**src/rtl/input_debouncer_pkg.sv**
```systemverilog
// Shared types and default constants for the input debouncer slice.
// The FSM state encoding is also exported on the top-level debug port.
package input_debouncer_pkg;

  typedef enum logic {
    STABLE   = 1'b0,
    COUNTING = 1'b1
  } deb_state_e;

  localparam int DEF_SYNC_STAGES     = 2;
  localparam int DEF_DEBOUNCE_CYCLES = 4;

endpackage

```
**src/rtl/input_debouncer_sync_chain.sv**
```systemverilog
// N-stage flop chain that brings an asynchronous level into the clk domain.
// Every stage resets to RESET_VAL, so the chain starts out agreeing with dout.
module sync_chain
  import input_debouncer_pkg::*;
#(
  parameter int               WIDTH     = 1,
  parameter int               STAGES    = DEF_SYNC_STAGES,
  parameter logic [WIDTH-1:0] RESET_VAL = '0
) (
  input  logic             i_clk,
  input  logic             i_rst_n,
  input  logic [WIDTH-1:0] i_d,
  output logic [WIDTH-1:0] o_q
);

  logic [STAGES-1:0][WIDTH-1:0] r_sync;

  // Stage 0 takes the raw input; the last stage is the only one used downstream.
  always_ff @(posedge i_clk or negedge i_rst_n) begin
    if (!i_rst_n) begin
      r_sync <= {STAGES{RESET_VAL}};
    end else begin
      r_sync <= {r_sync[STAGES-2:0], i_d};
    end
  end

  assign o_q = r_sync[STAGES-1];

endmodule

```
**src/rtl/input_debouncer.sv**
```systemverilog
// Synchronizes a raw level, accepts a change only after it is stable for
// DEBOUNCE_CYCLES enabled samples, and emits registered rise/fall pulses.
module input_debouncer
  import input_debouncer_pkg::*;
#(
  parameter int   SYNC_STAGES     = DEF_SYNC_STAGES,
  parameter int   DEBOUNCE_CYCLES = DEF_DEBOUNCE_CYCLES,
  parameter logic RESET_VAL       = 1'b0,
  localparam int  CNT_W           = $clog2(DEBOUNCE_CYCLES + 1)
) (
  input  logic clk,
  input  logic reset,
  input  logic din,
  input  logic enable,
  output logic dout,
  output logic rise_pulse,
  output logic fall_pulse,
  output logic busy,
  output logic dbg_state
);

  // Handshake: none. enable is a level qualifier sampled on every posedge;
  // outputs are registered and valid every cycle outside reset.

  localparam logic [CNT_W-1:0] CNT_MAX = CNT_W'(DEBOUNCE_CYCLES - 1);
  localparam logic [CNT_W-1:0] CNT_ONE = CNT_W'(1);

  deb_state_e       r_state;
  deb_state_e       w_state_nxt;
  logic [CNT_W-1:0] r_cnt;
  logic [CNT_W-1:0] w_cnt_nxt;
  logic             w_s;
  logic             w_accept;
  logic             r_dout;
  logic             r_rise;
  logic             r_fall;
  logic             r_busy;
  logic             w_dout_nxt;
  logic             w_rise_nxt;
  logic             w_fall_nxt;
  logic             w_busy_nxt;

  sync_chain #(
    .WIDTH     (1),
    .STAGES    (SYNC_STAGES),
    .RESET_VAL (RESET_VAL)
  ) u_sync (
    .i_clk   (clk),
    .i_rst_n (reset),
    .i_d     (din),
    .o_q     (w_s)
  );

  always_ff @(posedge clk or negedge reset) begin
    if (!reset) begin
      r_state <= STABLE;
      r_cnt   <= '0;
      r_dout  <= RESET_VAL;
      r_rise  <= 1'b0;
      r_fall  <= 1'b0;
      r_busy  <= 1'b0;
    end else begin
      r_state <= w_state_nxt;
      r_cnt   <= w_cnt_nxt;
      r_dout  <= w_dout_nxt;
      r_rise  <= w_rise_nxt;
      r_fall  <= w_fall_nxt;
      r_busy  <= w_busy_nxt;
    end
  end

  // A single-cycle debounce accepts straight from STABLE and never counts.
  always_comb begin
    w_state_nxt = r_state;
    w_cnt_nxt   = r_cnt;
    w_accept    = 1'b0;
    case (r_state)
      STABLE: begin
        if (enable && (w_s != r_dout)) begin
          if (DEBOUNCE_CYCLES == 1) begin
            w_accept = 1'b1;
          end else begin
            w_state_nxt = COUNTING;
            w_cnt_nxt   = CNT_ONE;
          end
        end
      end
      COUNTING: begin
        if (!enable || (w_s == r_dout)) begin
          w_state_nxt = STABLE;
          w_cnt_nxt   = '0;
        end else if (r_cnt == CNT_MAX) begin
          w_accept    = 1'b1;
          w_state_nxt = STABLE;
          w_cnt_nxt   = '0;
        end else begin
          w_cnt_nxt = r_cnt + CNT_ONE;
        end
      end
      default: begin
        w_state_nxt = STABLE;
        w_cnt_nxt   = '0;
      end
    endcase
  end

  always_comb begin
    w_dout_nxt = w_accept ? w_s : r_dout;
    w_rise_nxt = w_accept & w_s;
    w_fall_nxt = w_accept & ~w_s;
    w_busy_nxt = (w_state_nxt == COUNTING);
  end

  assign dout       = r_dout;
  assign rise_pulse = r_rise;
  assign fall_pulse = r_fall;
  assign busy       = r_busy;
  assign dbg_state  = r_state;

endmodule

```
**config.mk**
```make
export PLATFORM = sky130hd
export DESIGN_NAME = input_debouncer
export DESIGN_NICKNAME = d
export VERILOG_FILES = /design/src/rtl/input_debouncer_pkg.sv /design/src/rtl/input_debouncer_sync_chain.sv /design/src/rtl/input_debouncer.sv
export SDC_FILE = /design/constraint.sdc
export NUM_CORES = 1
export LEC_CHECK = 0
export ABC_AREA = 1
export CORE_AREA = 2 2 39 41
export CTS_CLUSTER_DIAMETER = 50
export DETAILED_ROUTE_END_ITERATION = 10
export DIE_AREA = 0 0 41 43
export PLACE_DENSITY_LB_ADDON = 0.3
export SETUP_SLACK_MARGIN = 0.02
export SYNTH_ARGS = -nofsm -noshare
export SYNTH_HDL_FRONTEND = slang
export SYNTH_SLANG_ARGS = --single-unit
export TNS_END_PERCENT = 10
```
**constraint.sdc**
```tcl
create_clock -name clk -period 1.05 [get_ports clk]
set_clock_uncertainty 0.05 [all_clocks]
set_input_delay 0.21 -clock clk [delete_from_list [all_inputs] [get_ports clk]]
set_output_delay 0.21 -clock clk [all_outputs]
set_load 0.03 [all_outputs]
```
# After elaboration in Yosys (flattened, before gate mapping)
# Index checks and enable logic that the tools add are counted.
# word_totals
ff_bits	9
inputBits	4
# op_classes
add_sub_neg	1
n_eq_ne	4
n_mux	11
n_bitwise	4
reduce_logical	3
# ops
operator	count
$mux 3	3
$mux 1	6
$pmux 3 s2	1
$add 3x1->3 const B	1
$eq 3x2->1 const B	1
$and 1x1->1	2
$ne 2x2->1 const B	1
$not 1->1	2
$pmux 1 s2	1
$eq 1x1->1	1
$logic_and 1x1->1	1
$logic_not 1->1	1
$logic_or 1x1->1	1
$ne 1x1->1	1

# Depth between registers and ports, before layout
# Gate-level depths: netlist of the first run.
# depth
ltp_word	5
ltp_mapped	6
depth_no_buf	6

# Modules after synthesis
# From an unflattened synthesis of the first run, not the netlist that was laid out.
# hier_totals
hier_cells	40
hier_area_um2	374.1
# by_module_without_submodules
module	n_inst	cells_per_inst	area_each_um2
input_debouncer	1	38	324.1
sync_chain	1	2	50.0

# Worst setup path before layout of the first run
# OpenSTA, ideal clock, no wires.
# synth_path
path_kind	register to register
start	register, netlist name busy
end	register r_dout, in the netlist dout
setup_ps	118
t_arrival_ps	1014
path_slack_ps	-133
stages_incl_launch_ff	6
n_path_buf	0
period_less_slack_ps	1183
cell_sequence	dfrtp_1 -> inv_1 -> nor2_1 -> nand2_1 -> nand2_1 -> nand2_1
# synth_rtl
element	line_no	source
end signal, assigned	input_debouncer.sv:65	r_dout <= w_dout_nxt;
end, declared	input_debouncer.sv:34	logic r_dout;

# Final worst setup path of the first run
# layout_path
start	register r_dout, in the netlist dout
end	output port dout
# layout_rtl
element	line_no	source
end, declared	input_debouncer.sv:15	output logic dout,
# No word-level cell between the ends.

==> results.md, run 1 <==
* Bufs on Longest Clock Path at 2
* Leakage dissipation at 0.280 nW
* Total CTS buffers at 3
* Reg2reg setup slack at 0 ns
* Gr ovfl total at 0
* Fin nets at 61
* Area of the multi-input gates at 139 um2
* Endpoints failing setup at 4
* CP Launch Type: flop
* Yosys cell types at 10
* Ratio of cells with drive above 1 in the final layout at 40.0%
* Slew Viols, Final at 0
* Via density at 4.37
* Rel. slew slack at 87.3%
* Crit path capture type: primary output
* Critical Path Max Stage Delay at 0.44 ns
* GP Congestion at 0.672
* Wirelength, routed at 701 um
* Crit path max-delay cell type: dfrtp_2
* Synth Register Bits at 9
* Critical R2R Launch: r_cnt[0]
* Failing checks: negative setup slack
* Number of DRC markers in iteration 0 at 2
* Fin. Hold Viols at 0
* Io pins at 9
* Post-DP HPWL at 536 um
* Commonest non-fill, non-tap cell in the layout: dfrtp_1
* Synth top area cells: dfrtp_1, nand3_1, nand2_1
* Crit-path cells: buf_6
* CP Max Fanout at 5
* Status: finished with violations
* Die Wd at 41 um
* CTS root buf: clkbuf_4
* Clock latency on the worst-skew pair at 0.26 ns
* Worst Tran Pin Value at 0.189 ns
* Clock sinks at 9
* Die area at 0.00176 mm2
* CTS tree: built
* Setup CP Type: reg2out
* Syn Nets at 45
* Cell area after layout at 552 um2
* CORE AREA at 0.00138 mm2
* Pin count of the biggest net entering global routing at 10
* Reg-to-reg endpoint: dout
* RSZ-0062 raised after global routing: true
* Fill count at 135
* GRT Util Overall at 11.1%
* Die Height at 43 um
* Hold Path Class: in2async
* DR pass1 iterations at 4
* Max-Cap Viols at 0
* Tcrit/Tclk final at 105%
* H-tree depth at 1
* Vias at 310
* Sequential share of the synthesized area at 60.2%
* Setup WS pre-CTS at -0.191 ns
* DRC at 0
* Avg WL per Cell at 9.87 um
* DRT antenna net count at 0
* CP bufs+invs at 1
* Row Count at 14
* First-pass GRT wire length at 1250 um
* Synthesized instance count at 40
* Layout overhead on the synthesized area at 47.5%
* CP required at 0.79 ns
* # diodes at 0
* Vias in the first global route at 301
* Max Freq at 0.907 GHz
* Post-DP Area at 477 um2
* P per Cell Area at 1670 mW/mm2
* Setup ws final at -0.0526 ns
* Most frequent cells in the layout: dfrtp_1, nand2_1, inv_1, nand3_1, buf_6
* Initial Util at 27.0%
* Worst R2R Path Depth at 6
* CP delay by family, top: flip-flops
* Reg area at 228 um2
* Number of port buffers at 8
* Tmin final at 1.10 ns
* Antenna violations before repair at 0
* Avg Cell Area, Syn at 9.35 um2
* Data arrival, critical path at 0.84 ns
* VDD IR max at 0.000732 V
* Synth area leader: dfrtp_1
* Synth top area share at 60.2%
* Reg clk slew, reported paths at 0.06 ns
* Synth Warn # at 0
* Post-Syn Area at 374 um2
## logic make-up after synthesis
| group | Yosys count | synth area share [%] |
|---|---|---|
| DFF | 9 | 60.2 |
| buffers and inverters | 7 | 8.03 |
| AOI/OAI and AO/OA | 2 | 2.68 |
| and+or+nand+nor | 21 | 25.8 |
| adders and majority gates | 1 | 3.34 |
## metrics by stage
stage	hold slack, ns	util, %	TNS [ns]	instances	total power, mW
after floorplan	-0.136	-	0	40	0.552
after global placement	0.286	34.4	-0.909	65	0.615
after detailed placement	0.296	34.4	-0.962	65	0.626
after CTS	0.187	38.6	-0.223	71	0.922
after global routing	0.190	39.9	-0.370	71	0.993
final	0.182	39.9	-0.141	71	0.921
## registers in the layout, summed over array words and instances (netlist names)
| signal | count |
|---|---|
| busy | 1 |
| dout | 1 |
| fall_pulse | 1 |
| r_cnt | 3 |
| rise_pulse | 1 |
| u_sync.o_q | 1 |
| u_sync.r_sync | 1 |
## power breakdown
part / internal [mW] / switching [mW]
clock network: 0.146 / 0.120
registers: 0.390 / 0.0349
logic: 0.103 / 0.127
## worst register-to-register path, stage by stage, from the launching register on
cell and delay (ns):
dfrtp_1 0.35, ha_2 0.19, nand2_2 0.07, nor2_4 0.10
nand2_1 0.07, nand2_1 0.06, nand2_1 0.04
## synthesized netlist by cell type (all sizes together)
cell and n:
dfrtp 9, nand2 9, inv 6, nand3 6, nor2 6, a21oi 2
buf 1, ha 1
## cell type report
type	instances	area share, %
inverters	6	4.08
multi-input cells	24	25.2
well taps	16	3.63
flip-flops and latches	9	41.3
repair buffers	12	21.1
clock buffers	4	4.76
## worst max-delay path by stage
stage / from / endpoint / depth (start not counted)
after floorplan: dout / dout / 6
after global placement: enable / dout / 6
after detailed placement: enable / dout / 6
after CTS: dout / dout / 1
after global routing: dout / dout / 1
final: dout / dout / 1
## repair_timing
item / 4_1_cts / 5_1_grt
setup endpoints to repair: 8 / 12
cloned: 0 / 0
gates resized for setup: 6 / 4
hold buffers: 0 / 0
pin swaps: 3 / 2
buffers inserted: 2 / 0
## per-layer routing
metal | track usage, % | wire [um]
met3 | 1.57 | 28
met2 | 16.3 | 374
met1 | 13.0 | 283
met4 | 10.0 | 14
met5 | 0 | 0
No activity file was read; power rests on OpenSTA's default activity.
==> run 2: changes to the inputs <==
ABC_AREA = default   (was 1)
TNS_END_PERCENT = default   (was 10)
==> results.md, run 2 <==
* Critical Path Max Stage Delay at 0.38 ns (-0.06 ns)
* Data arrival, critical path at 1.40 ns (+0.56 ns)
* P_sw at 413 uW (+47%)
* Via density at 4.47 (+2.4%)
* Max-Cap Viols at 0 (unchanged)
* Yosys cell types at 19 (+9)
* Tmin final at 1.31 ns (+0.212 ns)
* DR pass1 iterations at 2 (-2)
* CP Max Fanout at 3 (-2)
* Die area at 0.00176 mm2 (unchanged)
* Internal at 866 uW (+36%)
* CORE AREA at 0.00138 mm2 (unchanged)
* Tcrit/Tclk final at 125% (+20 points)
* Ratio of cells with drive above 1 in the final layout at 60.0% (+20 points)
* Clock sinks at 9 (unchanged)
* Synth Warn # at 0 (unchanged)
* Post-synth EDFFs at 0 (unchanged)
* Sw frac at 32.3% (+1.7 points)
* Most frequent cells in the layout: buf_4, dfrtp_1, buf_6, clkbuf_4, clkdlybuf4s50_1
* RSZ-0062 raised after global routing: true
* Asr flop ratio synth at 100% (unchanged)
* CTS root buf: clkbuf_4
* Gr ovfl total at 0 (unchanged)
* Sequential group share of total power at 35.5% (-11 points)
* VDD IR max at 0.000716 V (-2.2%)
* Status: finished with violations
* Most common cell in the netlist: dfrtp_1
* Setup TNS at -1.47 ns (-1.33 ns)
* CP required at 1.14 ns (+0.35 ns)
* Commonest non-fill, non-tap cell in the layout: buf_4
* Sequential share of the synthesized area at 60.0% (-0.20 points)
* Reg2reg setup slack at -0.26 ns (-0.26 ns)
* Io pins at 9 (unchanged)
* Crit path max-delay cell type: dfrtp_1
* Hold Path Class: in2async
* Leakage dissipation at 0.294 nW (+4.8%)
* DRC at 0 (unchanged)
* Layout overhead on the synthesized area at 64.7%
* Syn Nets at 34 (-24%)
* Reg-to-reg endpoint: dout
* First-pass GRT wire length at 1490 um (+19%)
* Synth top area share at 60.0% (-0.20 points)
* Pin count of the biggest net entering global routing at 10 (unchanged)
* Post-DP Area at 517 um2 (+8.4%)
* Fin nets at 56 (-8.2%)
* Avg Cell Area, Syn at 12.9 um2 (+38%)
* Synthesized instance count at 29 (-28%)
* Clock latency on the worst-skew pair at 0.25 ns (about the same)
* Worst Tran Pin Value at 0.190 ns (+0.000644 ns)
* Post-DP HPWL at 615 um (+15%)
* Bufs on Longest Clock Path at 2 (unchanged)
* Crit-path cells: ha_2 > and3b_2 > nand2_2 > mux2_4
* CP Launch Type: flop
* Setup ws final at -0.264 ns (-0.212 ns)
* Comb pwr share at 44.3% (+19 points)
* Synth top area cells: dfrtp_1, xor2_2, ha_1
* P per Cell Area at 2070 mW/mm2 (+24%)
* Avg WL per Cell at 11.6 um (+17%)
* CP delay by family, top: flip-flops
* Number of port buffers at 8 (unchanged)
* CP startpoint: r_cnt[1]
* Die Height at 43 um (unchanged)
* GRT Util Overall at 12.9% (+1.8 points)
* Setup CP Type: reg2reg
* Fill count at 136 (+0.74%)
* # diodes at 0 (unchanged)
* Largest register FFs at 3 (unchanged)
* GP Congestion at 0.750 (+12%)
* Number of DRC markers in iteration 0 at 1 (-1)
* Total CTS buffers at 3 (unchanged)
* Vias at 295 (-4.8%)
* CTS tree: built
* Post-Syn Area at 375 um2 (+0.33%)
* Failing checks: negative setup slack
* Row Count at 14 (unchanged)
* Clock share of power at 20.2% (-8.7 points)
* Worst R2R Path Depth at 4 (-2)
* Slew Viols, Final at 0 (unchanged)
* Antenna violations before repair at 0 (unchanged)
* CP bufs+invs at 0 (-1)
* Crit path capture type: flop
* Critical R2R Launch: r_cnt[1]
* Endpoints failing setup at 10 (+6)
* H-tree depth at 1 (unchanged)
* Ys flop type: dfrtp_1
* Finished Core Util at 44.7% (+4.8 points)
* Final hold slack at 0.194 ns (+0.0127 ns)
* Largest reg by FF count: r_cnt
* Non-Filler Instances at 66 (-7.0%)
* Synth cell count leaders: dfrtp_1, inv_1, nand2_1
* Die Wd at 41 um (unchanged)
* Reg clk slew, reported paths at 0.06 ns (about the same)
* Rel. slew slack at 87.2% (-0.13 points)
* Vias in the first global route at 359 (+19%)
* Max Freq at 0.761 GHz (-16%)
* Initial Util at 27.1% (+0.090 points)
* Synth area leader: dfrtp_1
* Synth Register Bits at 9 (unchanged)
* Cell area after layout at 618 um2 (+12%)
* Cells after DPL at 58 (-11%)
* Wirelength, routed at 765 um (+9.1%)
* DRT antenna net count at 0 (unchanged)
* Fin. Hold Viols at 0 (unchanged)
## run 2: changes by cell type after synthesis, sizes merged, moves of 2 or more
cell | before | now
nor2 | 6 | 1
inv | 6 | 2
nand2 | 9 | 3
nand3 | 6 | 0
and4 | 0 | 2
## run 2: power by group through the flow
stage                     Combinational, mW  Sequential [mW]  Clock [mW]
final                                 0.566            0.454       0.258
after CTS                             0.560            0.453       0.272
after detailed placement              0.403            0.461           0
after global placement                0.381            0.457           0
after global routing                  0.629            0.461       0.305
after floorplan                       0.189            0.516           0
## run 2: how the worst max path moves through the flow
stage	end	slack (ns)	cells past startpoint
4_1_cts	dout	-0.26	4
2_1_floorplan	dout	-0.21	4
5_1_grt	dout	-0.31	4
6_report	dout	-0.26	4
3_5_place_dp	dout	-0.28	3
3_3_place_gp	dout	-0.24	3
## run 2: kinds of logic after synthesis
family,count (synthesis),synth area share (%)
XOR/XNOR,1,4.33
buffers and inverters,3,4.00
flip-flops,9,60.0
AO/OA/AOI/OAI,4,6.67
adder cells (fa/ha/maj),1,3.33
multiplexers,2,5.67
AND/OR/NAND/NOR,9,16.0
## run 2: worst register-to-register path: cells and delay by family (launching register included)
| family | cells | cell delay (ns) |
|---|---|---|
| adder cells (fa/ha/maj) | 1 | 0.19 |
| flip-flops | 1 | 0.38 |
| multiplexers | 1 | 0.30 |
| AND/OR/NAND/NOR | 2 | 0.28 |
## run 2: cell type report
class,instances,area [um2],area share [%]
tap,16,20.0,3.24
inverter,2,7.51,1.21
timing repair buffer,18,169,27.3
clock buffer,4,26.3,4.25
sequential,9,228,36.8
multi-input combinational,17,168,27.1
## run 2: through the flow
stage | total power, mW | worst slack [ns]
global route | 1.39 | -0.306
CTS | 1.28 | -0.261
detailed placement | 0.864 | -0.281
finish | 1.28 | -0.264
floorplan | 0.705 | -0.209
global placement | 0.839 | -0.241
## run 2: layer usage
metal  GRT usage (%)  part of all wire, %  up-vias
li1                -                    -      142
met1            15.3                   40      146
met2            20.6                   54        7
met3            3.14                  5.5        0
met4            6.00                    0        0
met5               0                    0        -
## run 2: what timing repair did
| item | in CTS | in global routing |
|---|---|---|
| cloned | 0 | 0 |
| setup endpoints to repair | 12 | 12 |
| endpoints found under the hold margin | 0 | 0 |
| resized for setup | 10 | 0 |
| setup buffers | 3 | 1 |
| hold buffers | 0 | 0 |
